### config.mk
export PLATFORM = sky130hd
export DESIGN_NAME = mux_scan
export DESIGN_NICKNAME = d
export VERILOG_FILES = /design/src/rtl/mux_scan.sv
export SDC_FILE = /design/constraint.sdc
export NUM_CORES = 1
export LEC_CHECK = 0
export BUFFER_PORTS_ARGS = -buffer_cell sky130_fd_sc_hd__buf_2
export CAP_MARGIN = 20
export CORE_ASPECT_RATIO = 1.4
export CORE_MARGIN = 4
export CORE_UTILIZATION = 25
export DETAILED_ROUTE_END_ITERATION = 6
export PLACE_DENSITY_LB_ADDON = 0.1
export SKIP_CTS_REPAIR_TIMING = 1
export SYNTH_ARGS = -nofsm -noshare
export SYNTH_HDL_FRONTEND = slang
export SYNTH_SLANG_ARGS = --single-unit
### constraint.sdc
create_clock -name clk -period 2.2 [get_ports clk]
set_input_delay 0.44 -clock clk [delete_from_list [all_inputs] [get_ports clk]]
set_output_delay 0.44 -clock clk [all_outputs]
set_load 0.01 [all_outputs]
### src/rtl/mux_scan.sv
`default_nettype none
// ============================================================================
// Module   : mux_scan
// Brief    : Registered CH:1 word multiplexer, manual select or masked
//            round-robin scan with a per-channel dwell and round-wrap pulse.
// Revision : 1.0 - initial release
// ============================================================================
module mux_scan #(
    parameter int WIDTH = 8,
    parameter int CH    = 4,
    parameter int SEL_W = 2,
    parameter int DWELL = 4
) (
    input  logic                clk,
    input  logic                rst,
    input  logic [CH*WIDTH-1:0] d_in,
    input  logic [SEL_W-1:0]    sel,
    input  logic                mode,
    input  logic [CH-1:0]       en_mask,
    output logic [WIDTH-1:0]    m_out,
    output logic [SEL_W-1:0]    ch_out,
    output logic                m_valid,
    output logic                wrap
);

    localparam int                 c_NSLOT    = 2**SEL_W;
    localparam int                 c_CNT_W    = (DWELL > 1) ? $clog2(DWELL) : 1;
    localparam logic [c_CNT_W-1:0] c_CNT_LAST = c_CNT_W'(DWELL - 1);
    localparam logic [0:0]         c_ST_MANUAL = 1'b0;
    localparam logic [0:0]         c_ST_SCAN   = 1'b1;

    logic [0:0]         r_st;
    logic [SEL_W-1:0]   r_ptr;
    logic [c_CNT_W-1:0] r_cnt;

    logic [WIDTH-1:0]   w_slot [c_NSLOT];
    logic [c_NSLOT-1:0] w_mask;
    logic               w_scan_rule;
    logic [SEL_W-1:0]   w_idx;
    logic               w_advance;
    logic [SEL_W-1:0]   w_first;
    logic               w_first_hit;
    logic [SEL_W-1:0]   w_next;
    logic               w_next_hit;
    logic [SEL_W-1:0]   w_probe;

    // Index space is padded to 2**SEL_W slots; padding slots read as disabled.
    genvar gi;
    generate
        for (gi = 0; gi < c_NSLOT; gi++) begin : g_slot
            if (gi < CH) begin : g_live
                assign w_slot[gi] = d_in[gi*WIDTH +: WIDTH];
                assign w_mask[gi] = en_mask[gi];
            end else begin : g_pad
                assign w_slot[gi] = '0;
                assign w_mask[gi] = 1'b0;
            end
        end
    endgenerate

    always_comb begin
        w_scan_rule = (r_st == c_ST_SCAN) && mode;
        w_idx       = w_scan_rule ? r_ptr : sel;
        w_advance   = (|en_mask) && ((r_cnt == c_CNT_LAST) || !w_mask[r_ptr]);
        w_first     = '0;
        w_first_hit = 1'b0;
        w_next      = r_ptr;
        w_next_hit  = 1'b0;
        w_probe     = '0;
        // Circular search from ptr+1 visits ptr itself last, so a lone channel re-selects itself.
        for (int k = 0; k < CH; k++) begin
            w_probe = SEL_W'(k);
            if (!w_first_hit && w_mask[w_probe]) begin
                w_first     = w_probe;
                w_first_hit = 1'b1;
            end
            w_probe = SEL_W'((int'(r_ptr) + k + 1) % CH);
            if (!w_next_hit && w_mask[w_probe]) begin
                w_next     = w_probe;
                w_next_hit = 1'b1;
            end
        end
    end

    always_ff @(posedge clk or posedge rst) begin
        if (rst) begin
            r_st    <= c_ST_MANUAL;
            r_ptr   <= '0;
            r_cnt   <= '0;
            m_out   <= '0;
            ch_out  <= '0;
            m_valid <= 1'b0;
            wrap    <= 1'b0;
        end else begin
            ch_out <= w_idx;
            if (w_mask[w_idx]) begin
                m_out   <= w_slot[w_idx];
                m_valid <= 1'b1;
            end else begin
                m_out   <= '0;
                m_valid <= 1'b0;
            end
            wrap <= w_scan_rule && w_advance && (w_next <= r_ptr);

            if (r_st == c_ST_MANUAL) begin
                if (mode) begin
                    r_st  <= c_ST_SCAN;
                    r_ptr <= w_first;
                    r_cnt <= '0;
                end
            end else if (!mode) begin
                r_st <= c_ST_MANUAL;
            end else if (w_advance) begin
                r_ptr <= w_next;
                r_cnt <= '0;
            end else if (w_mask[r_ptr]) begin
                r_cnt <= r_cnt + 1'b1;
            end
        end
    end

endmodule
`default_nettype wire

==> out/metrics.yaml <==
die:
  row_count: 28
  die-area_sq_mm: 0.005444
  die_w_microns: 63.51
  ios: 53
  initial_core_util_pct: 25.65
  die_h_microns: 85.72
  core_area_sq_mm: 0.004204
global_routing:
  overflow: 0
  antenna_found_initial: 0
  first_global_vias: 979
  grt_max_degree: 18
  grt_first_pass_wirelength_mm: 4.685
  grt_usage_pct: 10.79
placement:
  hpwlAfterDp_mm: 2.302
  numPortBuffers: 52
  dp.cells: 188
  place_area_sq_mm: 0.001378
  pre_cts_ws_ns: 0.1609
  gp_congestion: 0.7844
yosys:
  yosys.area_share.adder_pct: 3.480
  synth_nets: 138
  synth-seq-cells: 17
  synth-seq-area-share_pct: 39.44
  synth_simple_gate_area_share_pct: 13.81
  syn_inst: 94
  synth_compound_area_share_pct: 13.11
  synth.avg_cell_area_sq_um: 11.47
  synth.area.mux_share_pct: 23.67
  synthXorXnorAreaFrac_pct: 0
  ys_warn_count: 0
  synth.cell_area_sq_mm: 0.001079
  synth_top_family_by_area: "multiplexers"
  synth_cell_types: 34
setup_path:
  slowest_delay_ns: 0.52
  critPathArrivalTime_ns: 2.17
  crit_path_end_kind: "flop"
  startpoint_type: "flop"
  slowest_stage: "dfrtp_1"
  required_ns: 2.38
  path_class: "reg -> reg"
  crit_fanout: 8
  crit_chain: "inv_1 > a211o_1 > and2_1 > ha_1 > nor2b_1 > o21ai_0 > nand4_1 > a21oi_1"
drt:
  viasPerCell: 5.005
  drtIter0Drc: 30
  ant_nets: 0
  wl_per_cell_microns: 15.06
  detailedRoute.firstPassIterationCount: 4
  drc: 0
  vias: 961
  drt-total-wl_mm: 2.891
power:
  finalPower_mw: 1.219
  p_int_mw: 0.7914
  p_switching_mw: 0.4278
  pwr-share-comb_pct: 44.9
  seq_power_share_pct: 36.1
  p_per_area_mw_per_mm2: 857.0
  ir_drop_v: 0.0004953
  power_frac_clock_pct: 19.0
  leakage_nw: 0.7144
  swShare_pct: 35.09
cells_and_area:
  drive_above_1_share_pct: 46.26
  final_nets: 192
  finish.utilization_pct: 33.84
  syn_to_final_growth_pct: 31.90
  insertedDiodeCount: 0
  fin_cells: 192
  finish.instance_area_sq_mm: 0.001423
  fill_cells: 448
sta:
  layout_min_cycle_time_ns: 1.989
  max_freq_mhz: 502.7
  holdWs_ns: 0.2724
  setup_tns_ns: 0
  slew_viol_final: 0
  rsz0062_at_grt: "false"
  clock-skew-final_ns: 0.0007178
  worst_slack_ns: 0.2109
  finalHoldViolCount: 0
  tightest_slew_ns: 0.6521
  post-route-period-util_pct: 90.41
  max_slew_margin_pct: 56.48
  setup_viol: 0
clock_network:
  cts_tree: "done"
  clk_pin_slew_worst_paths_ns: 0.07
  cts_buffer_depth: 2
  htree_levels: 1
  numCtsBuffers: 3
  cts_sinks: 17
  clk_latency_ns: 0.25
  cts_root_buf: "clkbuf_8"
run:
  drv_cap: 0
run_status:
  status: "complete, no violations"
hold_path:
  min_path_type: "in -> async"
## area by class of cell
cell class,instances,area [sq um],area share (%)
Tap cell,45,56.30,3.958
Sequential cell,17,425.4,29.90
Timing Repair Buffer,54,275.3,19.35
Inverter,10,37.54,2.639
Clock buffer,4,45.04,3.166
Multi-Input combinational cell,62,583.1,40.99
## state kept, by name (all words and copies together), names as in the netlist
name and cells:
ch_out 2, m_out 8, m_valid 1, r_cnt 2, r_ptr 2, r_st 1
wrap 1
## cells in the mapped netlist, drive strengths merged
| master | instances | area share [%] |
|---|---|---|
| a2111oi | 1 | 0.81 |
| a211o | 1 | 0.81 |
| a211oi | 1 | 1.9 |
| a21boi | 1 | 0.70 |
| a21oi | 4 | 1.9 |
| a22oi | 1 | 0.70 |
| a31oi | 2 | 1.2 |
| and2 | 1 | 0.58 |
| and3 | 1 | 0.58 |
| and3b | 1 | 0.81 |
| buf | 4 | 2.7 |
| clkbuf | 1 | 0.35 |
| dfrtp | 17 | 39 |
| ha | 3 | 3.5 |
| inv | 10 | 3.5 |
| mux2 | 1 | 1.4 |
| mux2i | 6 | 5.6 |
| mux4 | 8 | 17 |
| nand2 | 5 | 2.0 |
| nand3 | 1 | 0.46 |
| nand4 | 1 | 0.58 |
| nor2 | 1 | 0.35 |
| nor2b | 2 | 1.2 |
| nor3 | 1 | 0.46 |
| nor3b | 8 | 5.6 |
| o211a | 1 | 0.93 |
| o21ai | 5 | 2.3 |
| o22ai | 2 | 1.2 |
| o32ai | 1 | 0.81 |
| or2 | 1 | 0.58 |
| or4 | 1 | 0.70 |
## final timing paths
kind	startpoint	endpoint	slack, ns	depth (start not counted)
worst min-delay path	rst	ch_out[0]$_DFF_PP0_	0.27	2
worst max register to register	r_ptr[1]$_DFFE_PP0P_	wrap$_DFF_PP0_	0.21	8
worst min register to register	r_cnt[0]$_DFFE_PP0P_	r_cnt[0]$_DFFE_PP0P_	0.50	1
worst max-delay path	r_ptr[1]$_DFFE_PP0P_	wrap$_DFF_PP0_	0.21	8
min in group clk	mode	r_st$_DFF_PP0_	0.39	1
max in group asynchronous	rst	r_ptr[1]$_DFFE_PP0P_	1.51	2
## power groups by stage
stage | sequential [mW] | combinational [mW] | clock, mW
global route | 0.448 | 0.610 | 0.261
global placement | 0.448 | 0.553 | 0
CTS | 0.440 | 0.558 | 0.240
detailed placement | 0.445 | 0.557 | 0
finish | 0.440 | 0.548 | 0.231
floorplan | 0.456 | 0.374 | 0
## layout by cell type (no fill, tap or decap)
master     netlist  routed
a2111oi_0        1       1
a211o_1          1       1
a211oi_4         1       1
a21boi_1         1       1
a21oi_1          4       4
a22oi_1          1       1
a31oi_1          2       2
and2_1           1       1
and3_1           1       1
and3b_1          1       1
buf_2            2      52
buf_4            1       2
clkbuf_1         1       1
clkbuf_8         0       3
dfrtp_1         17      17
ha_1             3       3
inv_1           10      10
mux2_4           1       1
mux2i_1          6       6
mux4_2           8       8
nand2_1          4       4
nand2_2          1       1
nand3_1          1       1
nand4_1          1       1
nor2_1           1       1
nor2b_1          2       2
nor3_1           1       1
nor3b_1          8       8
o211a_1          1       1
o21ai_0          5       5
o22ai_1          2       2
o32ai_1          1       1
or2_1            1       1
or4_1            1       1
## logic make-up (layout without fill, tap and decap cells)
logic type | count (synthesis) | in the layout
AO/OA/AOI/OAI | 20 | 20
adder cells (fa/ha/maj) | 3 | 3
buffers and inverters | 15 | 68
flip-flops | 17 | 17
multiplexers | 15 | 15
AND/OR/NAND/NOR | 24 | 24
## worst max-delay path, delay by kind of cell, from the launching register on
family	cells	cell delay, ns
compound gates	3	0.57
flops	1	0.52
simple gates	3	0.40
fa+ha+maj	1	0.27
buf+inv	1	0.16
## metal layers
layer / routed length, microns / global-route usage [%] / up-vias / share of wire, %
met5: 0 / 0 / - / 0
met4: 25 / 3.536 / 0 / 0.86
met3: 217 / 3.277 / 4 / 7.5
met2: 1497 / 19.20 / 37 / 52
met1: 1150 / 12.18 / 465 / 40
li1: - / - / 455 / -
Note: power is estimated with default switching activity, not from simulation.
